--- config.mk ---
export PLATFORM = sky130hd
export DESIGN_NAME = kmp_stream_feeder
export DESIGN_NICKNAME = d
export VERILOG_FILES = /design/src/rtl/kmp_pkg.sv /design/src/rtl/kmp_byte_fifo.sv /design/src/rtl/kmp_stream_feeder.sv
export SDC_FILE = /design/constraint.sdc
export NUM_CORES = 1
export LEC_CHECK = 0
export CAP_MARGIN = 20
export CORE_MARGIN = 5
export CORE_UTILIZATION = 45
export DETAILED_ROUTE_END_ITERATION = 8
export PLACE_DENSITY = 0.71
export SKIP_CTS_REPAIR_TIMING = 1
export SLEW_MARGIN = 20
export SYNTH_ARGS = -nofsm -noshare
export SYNTH_HDL_FRONTEND = slang
export SYNTH_HIERARCHICAL = 1
export SYNTH_SLANG_ARGS = --single-unit
--- constraint.sdc ---
create_clock -name clk -period 3.2 [get_ports clk]
set_clock_uncertainty 0.15 [all_clocks]
set_input_delay 0.64 -clock clk [delete_from_list [all_inputs] [get_ports clk]]
set_output_delay 0.64 -clock clk [all_outputs]
set_load 0.01 [all_outputs]
--- src/rtl/kmp_pkg.sv ---
// Shared types and sizing helpers for the kmp4 stream feeder.
package kmp_pkg;

  typedef logic [7:0] byte_t;

  typedef enum logic [1:0] {
    IDLE   = 2'd0,
    STREAM = 2'd1,
    DONE   = 2'd2
  } feeder_state_t;

  // Counters must hold the value STRING_SIZE itself without wrapping.
  function automatic int cnt_width(input int string_size);
    return $clog2(string_size + 1);
  endfunction

endpackage

--- src/rtl/kmp_byte_fifo.sv ---
// Byte FIFO with first-word-fall-through read and a synchronous flush.
module kmp_byte_fifo
  import kmp_pkg::*;
#(
  parameter int DEPTH = 16
) (
  input  logic  clk,
  input  logic  rst,
  input  logic  clear,
  input  logic  push,
  input  logic  pop,
  input  byte_t wdata,
  output byte_t rdata,
  output logic  full,
  output logic  empty
);

  localparam int PW = $clog2(DEPTH);

  logic [PW-1:0] wr_ptr_q, wr_ptr_d;
  logic [PW-1:0] rd_ptr_q, rd_ptr_d;
  logic [PW:0]   count_q, count_d;
  byte_t         mem_q [DEPTH];
  logic          do_push, do_pop;

  assign full    = (count_q == (PW+1)'(DEPTH));
  assign empty   = (count_q == '0);
  assign do_push = push && !full;
  assign do_pop  = pop && !empty;
  assign rdata   = mem_q[rd_ptr_q];

  always_comb begin
    wr_ptr_d = wr_ptr_q;
    rd_ptr_d = rd_ptr_q;
    count_d  = count_q;
    if (clear) begin
      wr_ptr_d = '0;
      rd_ptr_d = '0;
      count_d  = '0;
    end else begin
      if (do_push) wr_ptr_d = wr_ptr_q + PW'(1);
      if (do_pop)  rd_ptr_d = rd_ptr_q + PW'(1);
      case ({do_push, do_pop})
        2'b10:   count_d = count_q + (PW+1)'(1);
        2'b01:   count_d = count_q - (PW+1)'(1);
        default: count_d = count_q;
      endcase
    end
  end

  always_ff @(posedge clk) begin
    if (rst) begin
      wr_ptr_q <= '0;
      rd_ptr_q <= '0;
      count_q  <= '0;
    end else begin
      wr_ptr_q <= wr_ptr_d;
      rd_ptr_q <= rd_ptr_d;
      count_q  <= count_d;
    end
  end

  // NOTE: storage is not reset; the pointers and count alone define which entries are live.
  always_ff @(posedge clk) begin
    if (do_push && !clear) mem_q[wr_ptr_q] <= wdata;
  end

endmodule

--- src/rtl/kmp_stream_feeder.sv ---
// Buffers a host byte stream and re-emits exactly STRING_SIZE bytes per job toward kmp4.
module kmp_stream_feeder
  import kmp_pkg::*;
#(
  parameter int STRING_SIZE = 2241,
  parameter int FIFO_DEPTH  = 16
) (
  input  logic        clk,
  input  logic        rst,
  input  logic        start,
  input  logic        s_valid,
  output logic        s_ready,
  input  byte_t       s_data,
  output logic        m_valid,
  input  logic        m_ready,
  output byte_t       m_data,
  output logic        m_last,
  output logic        busy,
  output logic        done,
  output logic [31:0] sent_count
);

  localparam int            CW       = cnt_width(STRING_SIZE);
  localparam logic [CW-1:0] LEN      = CW'(STRING_SIZE);
  localparam logic [CW-1:0] LAST_IDX = CW'(STRING_SIZE - 1);

  feeder_state_t state_q, state_d;
  logic [CW-1:0] in_cnt_q, in_cnt_d;
  logic [CW-1:0] out_cnt_q, out_cnt_d;

  logic  fifo_clear, fifo_full, fifo_empty;
  logic  s_xfer, m_xfer;
  byte_t fifo_rdata;

  assign fifo_clear = (state_q == IDLE) && start;
  assign s_xfer     = s_valid && s_ready;
  assign m_xfer     = m_valid && m_ready;

  kmp_byte_fifo #(.DEPTH(FIFO_DEPTH)) u_fifo (
    .clk   (clk),
    .rst   (rst),
    .clear (fifo_clear),
    .push  (s_xfer),
    .pop   (m_xfer),
    .wdata (s_data),
    .rdata (fifo_rdata),
    .full  (fifo_full),
    .empty (fifo_empty)
  );

  // State register
  always_ff @(posedge clk) begin
    if (rst) state_q <= IDLE;
    else     state_q <= state_d;
  end

  // Next-state logic
  always_comb begin
    state_d = state_q;
    case (state_q)
      IDLE:    if (start) state_d = STREAM;
      STREAM:  if (m_xfer && m_last) state_d = DONE;
      DONE:    state_d = IDLE;
      default: state_d = IDLE;
    endcase
  end

  // Outputs; m_data is gated so it reads zero whenever nothing is offered.
  always_comb begin
    busy       = (state_q == STREAM);
    done       = (state_q == DONE);
    s_ready    = busy && !fifo_full && (in_cnt_q < LEN);
    m_valid    = busy && !fifo_empty;
    m_last     = m_valid && (out_cnt_q == LAST_IDX);
    m_data     = m_valid ? fifo_rdata : '0;
    sent_count = 32'(out_cnt_q);
  end

  always_comb begin
    in_cnt_d  = in_cnt_q;
    out_cnt_d = out_cnt_q;
    if (fifo_clear) begin
      in_cnt_d  = '0;
      out_cnt_d = '0;
    end else begin
      if (s_xfer) in_cnt_d  = in_cnt_q + CW'(1);
      if (m_xfer) out_cnt_d = out_cnt_q + CW'(1);
    end
  end

  always_ff @(posedge clk) begin
    if (rst) begin
      in_cnt_q  <= '0;
      out_cnt_q <= '0;
    end else begin
      in_cnt_q  <= in_cnt_d;
      out_cnt_q <= out_cnt_d;
    end
  end

endmodule

After elaboration in Yosys (flattened, before gate mapping):

Memory sizes are Yosys's and may differ from the RTL's. A register that Yosys moved wholly into a read port is not among the register bits.
Cells that the tools add are included.

* bits of input ports: 13
* word-level logic and storage cells: 50
* RAM bits: 128
* flip-flop bits (word level): 39
* memories kept: 1

Memories
* u_fifo.mem_q: words 16, width 8, rd ports 1, clocked after Yosys merged registers in 1, write ports 1, line kmp_byte_fifo.sv:23 `byte_t mem_q [DEPTH];`

* order comparisons: 1
* eq/ne operators: 8
* add/subtract/negate cells: 6
* multiplexer cells: 9
* reductions and logical operators: 19

Operators with widths (count)
* $add A12 B1 Y12 const B: 2
* $eq A12 B12 Y1 const B: 1
* $lt A12 B12 Y1 const B: 1
* $logic_and A1 B1 Y1: 11
* $pmux W5 S2: 1
* $add A4 B1 Y4 const B: 2
* $mux W4: 2
* $mux W8: 1
* $add A5 B1 Y5 const B: 1
* $eq A5 B5 Y1 const B: 1
* $logic_not A5 Y1: 1
* $sub A5 B1 Y5 const B: 1
* $eq A2 B1 Y1 const B: 2
* $eq A2 B2 Y1 const B: 2
* $mux W2: 2
* $pmux W2 S2: 1
* $logic_not A1 Y1: 3
* $logic_not A2 Y1: 1
* $mux W1: 2
* $ne A2 B1 Y1 const B: 1
* $ne A2 B2 Y1 const B: 1
* $reduce_and A2 Y1: 1
* $reduce_bool A2 Y1: 1
* $reduce_or A2 Y1: 1

Logic depth before layout (Yosys ltp):

Gate-level depths: netlist of the first run.

* depth after elaboration: 9
* depth in mapped cells: 16
* depth with buffers taken out: 14

Modules after synthesis:

Netlist of the first run, hierarchy kept.

Modules (own cells, without submodules)
* kmp_byte_fifo: area each 5750.5 um^2, cells an instance 316, sequential area each 4184.0 um^2, times used 1
* kmp_stream_feeder: area each 1577.8 um^2, cells an instance 194, sequential area each 520.5 um^2, times used 1

Worst setup path after synthesis of the first run:

No wires, ideal clock.

* path type: register to register
* start: reg u_fifo.count_q[0]
* end: reg u_fifo.count_q[4]
* arrival time: 3.148 ns
* data required time: 2.978 ns
* period minus slack after synthesis: 3.370 ns
* cell stages (with the launch flop): 17
* slack: -0.170 ns
* setup time: 0.072 ns
* cell sequence: dfxtp_1 -> or4_1 -> buf_2 -> nor2_1 -> nor3b_1 -> nand3_1 -> buf_2 -> nor2_1 -> o21a_4 -> inv_1 -> ha_1 -> inv_1 -> fa_1 -> nand2b_1 -> a21oi_1 -> mux2i_1 -> mux2i_1

* cells in the longest elaborated chain, start to end: 8

RTL lines
* start, declared: line kmp_byte_fifo.sv:22 `logic [PW:0] count_q, count_d;`
* start signal, assigned: line kmp_byte_fifo.sv:59 `count_q <= count_d;`
* $eq A5 B5 Y1 *: line kmp_byte_fifo.sv:26 `assign full = (count_q == (PW+1)'(DEPTH));`
* net fifo_full: line kmp_stream_feeder.sv:31 `logic fifo_clear, fifo_full, fifo_empty;`
* $logic_not A1 Y1 *: line kmp_stream_feeder.sv:72 `s_ready = busy && !fifo_full && (in_cnt_q < LEN);`
* $logic_and A1 B1 Y1 * (2 in a row): line kmp_stream_feeder.sv:72
* $logic_and A1 B1 Y1 *: line kmp_stream_feeder.sv:36 `assign s_xfer = s_valid && s_ready;`
* net s_xfer: line kmp_stream_feeder.sv:32 `logic s_xfer, m_xfer;`
* $logic_and A1 B1 Y1 *: line kmp_byte_fifo.sv:28 `assign do_push = push && !full;`
* $eq A2 B1 Y1 or $eq A2 B2 Y1 (tied branches): line kmp_byte_fifo.sv:43 `case ({do_push, do_pop})`
* $pmux W5 S2 or $reduce_bool A2 Y1 (tied branches)

The timed path passes the listed nets; every way through them passes the cells marked *.
A chain may end at the register's enable or synchronous reset.

==> results.yml, run 1 <==
routing:
  vias_per_cell: 5.48
  num_vias: 4438
  wl_per_cell_um: 18.8
  remaining_drc_errors: 0
  dr.pass1.iters: 5
  first_iter_violations: 232
  wl_um: 15200
  ant_nets: 0
floorplan:
  pin_count: 58
  core-area_mm2: 0.0159
  num_rows: 46
  initial_core_util: 0.460
  fp.dieW_um: 138
  die_h_um: 138
  die_area_mm2: 0.0189
power_and_ir_drop:
  max-vdd-ir-drop_uv: 348
  swShare: 0.202
  combPwrFrac: 0.029
  power.density_mw_per_mm2: 510
  internal-power_uw: 3580
  p_clk_frac: 0.438
  power_switching_uw: 904
  leakagePower_uw: 0.00305
  seq_power_share: 0.533
worst_setup_path:
  start_kind: "register"
  r2r-start: "u_fifo/count_q[1]"
  reg2reg_depth: 12
  r2r_slack_ns: 0.17
  cp-end-kind: "output pin"
  required_ns: 2.41
  path_max_fanout: 15
  cp_data_arrival_time_ns: 2.47
  criticalPathCategory: "reg2out"
  rr_endpoint: "u_fifo/count_q[4]"
cells_and_area:
  drive_above_1_share: 0.202
  area_delta_synth_final_pct: 19.8
  nets: 608
  antenna_cells: 0
  post-route-util: 0.551
  layout_common_cells: "128 x edfxtp_1, 51 x nor2_1, 42 x dfxtp_1"
  layout_commonest_cell: "edfxtp_1"
grt:
  gr-total-overflow: 0
  grt_start_max_net_pins: 33
  grt_antenna_before_repair: 0
  grt_pass1_vias: 4560
  grt.total_usage: 0.169
  grt_pass1_wl_um: 24100
sta:
  hold_ws_ns: 0.341
  fin_ws_ns: -0.0640
  fmax_ghz: 0.306
  tightest_slew_ns: 0.562
  finalHoldViolations: 0
  rsz0062_at_grt: "true"
  relSlewSlack: 0.624
  fin_crit_sh: 1.02
  slew_viol_final: 0
  setup_viol: 2
  period_needed_ns: 3.26
synth:
  synth_fa_ha_area_frac: 0.0249
  ys_seq_elements: 171
  async_flop_share: 0
  syn_inst: 510
  synth_ff_type: "edfxtp_1"
  synth_seq_area_share: 0.642
  yosys_warnings: 6
  synth_area_mm2: 0.00733
  synth_xor_area_frac: 0.0179
  syn_avg_cell_area_um2: 14.4
  synthMuxAreaShare: 0.107
  synth_compound_area_frac: 0.0546
  synth_top_family_by_area: "simple AND/OR/NAND/NOR gates"
  synth-simple-area-share: 0.113
  synth_edf_count: 128
  synth_cell_types: 46
clock_tree:
  clk_latency_ns: 0.43
  clock_sinks: 171
  cts_tree: "done"
  h-tree-depth: 4
  clock_path_buffers: 2
  cts-buffers-inserted: 17
  clk_pin_slew_ns: 0.06
  cts_root_buffer: "clkbuf_16"
worst_hold_path:
  whs_endpoint: "in_cnt_q[10]"
  min_from: "in_cnt_q[10]"
  hold_path_depth: 2
  hold_path_class: "reg2reg"
place:
  gp_congestion: 0.856
  io_buffers: 37
  hpwlAfterDp_um: 10400
run:
  cap_violations: 0
outcome:
  violations: "setup timing"
  status: "finished with violations"
==> worst max-delay path by stage <==
stage | start | to | depth (start not counted)
final | register | m_data[1] | 6
after CTS | register | m_data[6] | 6
after detailed placement | m_ready | u_fifo/count_q[4] | 11
after floorplan | u_fifo/count_q[0] | u_fifo/count_q[4] | 16
after global placement | m_ready | u_fifo/count_q[4] | 11
after global routing | register | m_data[1] | 6
==> cell usage after synthesis, types with 2 or more instances <==
master,number,area (µm²)
edfxtp_1,128,3840
nor2_1,54,203
dfxtp_1,43,861
mux4_2,32,721
nand2_1,25,93.8
buf_4,20,150
a21oi_1,19,95.1
a22oi_1,16,120
clkbuf_1,13,48.8
ha_1,13,163
inv_1,13,48.8
nand3_1,13,65.1
xor2_1,13,114
or4_1,11,82.6
nand4_1,10,62.6
and2_1,9,56.3
o31ai_1,9,67.6
and3_1,8,50.1
buf_2,6,30.0
mux2i_1,6,60.1
nor2b_1,5,31.3
or3_1,5,31.3
and4_1,4,35.0
o21ai_0,4,20.0
nor3b_1,3,22.5
o211ai_1,3,22.5
a21o_1,2,15.0
buf_1,2,7.51
nor3_1,2,10.0
or2_2,2,12.5
xnor2_1,2,17.5
==> area by class of cell <==
class,count,area (µm²)
Multi-Input combinational cell,303,2470
Clock inverter,11,120
Timing Repair Buffer,75,723
Fill cell,1261,7160
Inverter,13,48.8
Sequential cell,171,4710
Clock buffer,21,440
Tap cell,216,270
==> worst max-delay path: stages, from the launching register on <==
cell and delay (ns):
dfxtp_4 0.40, buf_12 0.18, mux4_2 0.53, a22oi_2 0.24
nand2_1 0.09, and2_1 0.13, clkdlybuf4s50_1 0.47
==> through the flow <==
step	area [µm²]	instances	power [µW]	setup TNS (ns)	setup WS [ns]
6_report	8780	810	4480	-0.0924	-0.0640
5_1_grt	8780	810	4630	-0.353	-0.189
2_1_floorplan	7430	529	2520	0	0.0165
3_3_place_gp	8110	775	2560	0	0.0868
3_5_place_dp	8110	775	2570	0	0.0243
4_1_cts	8670	807	4520	-2.26	-0.303
==> registers in the layout (all words and copies together) (netlist names), named ones only <==
signal,count
u_fifo/rd_ptr_q,4
in_cnt_q,12
u_fifo/count_q,5
u_fifo/wr_ptr_q,4
out_cnt_q,12
u_fifo/mem_q,128
state_q,2
==> power groups by stage <==
stage	clock network (µW)	logic [µW]	registers (µW)
after floorplan	0	82.7	2440
after global placement	0	122	2440
after detailed placement	0	128	2440
after CTS	2000	128	2390
after global routing	2100	144	2390
final	1960	130	2390
==> layer usage <==
metal  share of wire  up-vias  wire length, µm  global-route usage
li1                -     2051                -                   -
met1            0.43     2257             6510               0.212
met2            0.51      117             7770               0.285
met3           0.051       13              772              0.0475
met4           0.010        0              156              0.0510
met5               0        -                0                   0
==> kinds of logic (layout without fill, tap and decap cells) <==
logic type                 count (synthesis)  in the layout
muxes                                     38             38
adders and majority gates                 14             14
and+or+nand+nor                          159            159
DFF                                      171            171
xor gates and xnor gates                  15             15
AOI/OAI and AO/OA                         57             57
other                                      1             20
buffers and inverters                     55            120
(Power assumes the default switching activity.)
==> run 2, diff against run 1 <==
Settings changed: CTS_CLUSTER_DIAMETER from default to 120, SLEW_MARGIN 20 to default.
==> results of run 2 <==
Final layout, timing and power as in run 1 (identical DEF).
==> run 3, diff against run 2 <==
Settings changed: CORE_UTILIZATION 45 to 32, MAX_ROUTING_LAYER from default to met4, PLACE_DENSITY 0.71 to 0.53.
Clock period 3.2 ns to 4.2 ns, I/O delays scaled along.
==> run 3 against run 2 <==
- the run now ends clean
- critical path type unchanged
- count of clock-buffer cells in the layout down 4
- core utilization down 17 points
- combinational power down 26%
- worst hold slack better by 0.0091 ns
- register-to-register slack better by 0.54 ns
- sequential share of layout area up 1.1 points
- via count down 4.0%
- total power down 24%
- die area up 37%
- final cell count up 6.3%
==> results.yml, run 3 (synthesized netlist as in run 1, its figures left out) <==
cells_and_area:
  largest_reg_flops: 128
  drive_above_1_share: 0.158
  reg_top3: "u_fifo/mem_q: 128 flops, in_cnt_q: 12 flops, out_cnt_q: 12 flops"
  layout_common_cells: "128 x edfxtp_1, 54 x nor2_1, 42 x dfxtp_1"
  layout_commonest_cell: "edfxtp_1"
  seqCellArea_mm2: 0.00471
  area_delta_synth_final_pct: 17.4
  antenna_cells: 0
  multiInputGateArea_mm2: 0.00240
  fill_cells: 2132
  nets: 590
  largest_register: "u_fifo/mem_q"
worst_hold_path:
  hold_path_class: "reg2reg"
place:
  hpwlAfterDp_um: 10400
  gp_congestion: 0.817
  io_buffers: 37
sta:
  finalHoldViolations: 0
  relSlewSlack: 0.445
  fmax_ghz: 0.265
  period_needed_ns: 3.78
  tightest_slew_ns: 0.829
  tns_ns: 0
  rsz0062_at_grt: "false"
  setup_viol: 0
  fin_crit_sh: 0.899
  slew_viol_final: 0
routing:
  wl_um: 15600
  num_vias: 4259
  top_layer_used: "met4"
  wl_met3_um: 661
  dr_wl_met2_um: 7510
  ant_nets: 0
  met1_length_um: 7350
  first_iter_violations: 211
  wl_per_cell_um: 18.1
  vias_per_cell: 4.95
  dr.pass1.iters: 4
  remaining_drc_errors: 0
power_and_ir_drop:
  power.density_mw_per_mm2: 394
  leakagePower_uw: 0.00281
  max-vdd-ir-drop_uv: 252
  power_uw: 3390
worst_setup_path:
  criticalPathCategory: "reg2out"
  path_max_fanout: 10
  cp-end-kind: "output pin"
  start_kind: "register"
  cp_data_arrival_time_ns: 2.79
  required_ns: 3.21
clock_tree:
  cts_tree: "done"
  clock_sinks: 171
  cts-buffers-inserted: 17
  clock_path_buffers: 2
  clk_pin_slew_ns: 0.07
  cts_root_buffer: "clkbuf_16"
  h-tree-depth: 4
  clk_latency_ns: 0.42
floorplan:
  num_rows: 55
  initial_core_util: 0.325
  core-area_mm2: 0.0226
  pin_count: 58
  die_area_mm2: 0.0260
  fp.dieW_um: 161
  die_h_um: 161
grt:
  grt_antenna_before_repair: 0
  gr-total-overflow: 0
  grt.total_usage: 0.128
  grt_start_max_net_pins: 33
  grt_pass1_wl_um: 24900
  grt_pass1_vias: 4475
outcome:
  status: "finished clean"
run:
  cap_violations: 0
[run 3: per-stage QoR]
stage / instances / worst slack, ns / area, µm² / hold WS, ns / util
floorplan: 529 / 0.830 / 7400 / 0.303 / -
global placement: 829 / 0.691 / 8040 / 0.328 / 0.356
detailed placement: 829 / 0.631 / 8040 / 0.334 / 0.356
CTS: 861 / 0.315 / 8600 / 0.346 / 0.381
global route: 861 / 0.175 / 8600 / 0.369 / 0.381
finish: 861 / 0.422 / 8600 / 0.350 / 0.381
[run 3: per-layer routing]
layer  GRT usage  up-vias
met5           -        -
met4      0.0349        0
met3      0.0286        9
met2       0.203       96
met1       0.166     2145
li1            -     2009
[run 3: path summary, 6_finish.rpt]
| path | from | to | slack, ns | cells past startpoint |
|---|---|---|---|---|
| hold / removal | in_cnt_q[5] | in_cnt_q[5] | 0.35 | 2 |
| setup / recovery | u_fifo/count_q[0] | m_last | 0.42 | 5 |
| setup reg to reg | u_fifo/count_q[0] | u_fifo/count_q[4] | 0.71 | 14 |
| hold reg to reg | in_cnt_q[5] | in_cnt_q[5] | 0.35 | 2 |
[run 3: power by group]
part	internal, µW	switching, µW	leakage (µW)
registers	1820	3.45	0.00150
clock network	780	697	0.000264
logic	31.5	64.9	0.00105
[run 3: layout make-up]
type | instances | share of cell area
clock buffer | 17 | 0.0494
clock inverter | 15 | 0.0157
inverter | 13 | 0.00567
multi-input combinational | 303 | 0.279
sequential | 171 | 0.547
tap | 285 | 0.0414
timing repair buffer | 57 | 0.0620
[run 3: critical path, stage by stage (launching register included)]
cell and delay (ns):
dfxtp_1 0.38, or4_1 0.38, nor2_1 0.09, nor2b_1 0.63, and4_1 0.33, clkdlybuf4s50_1 0.55
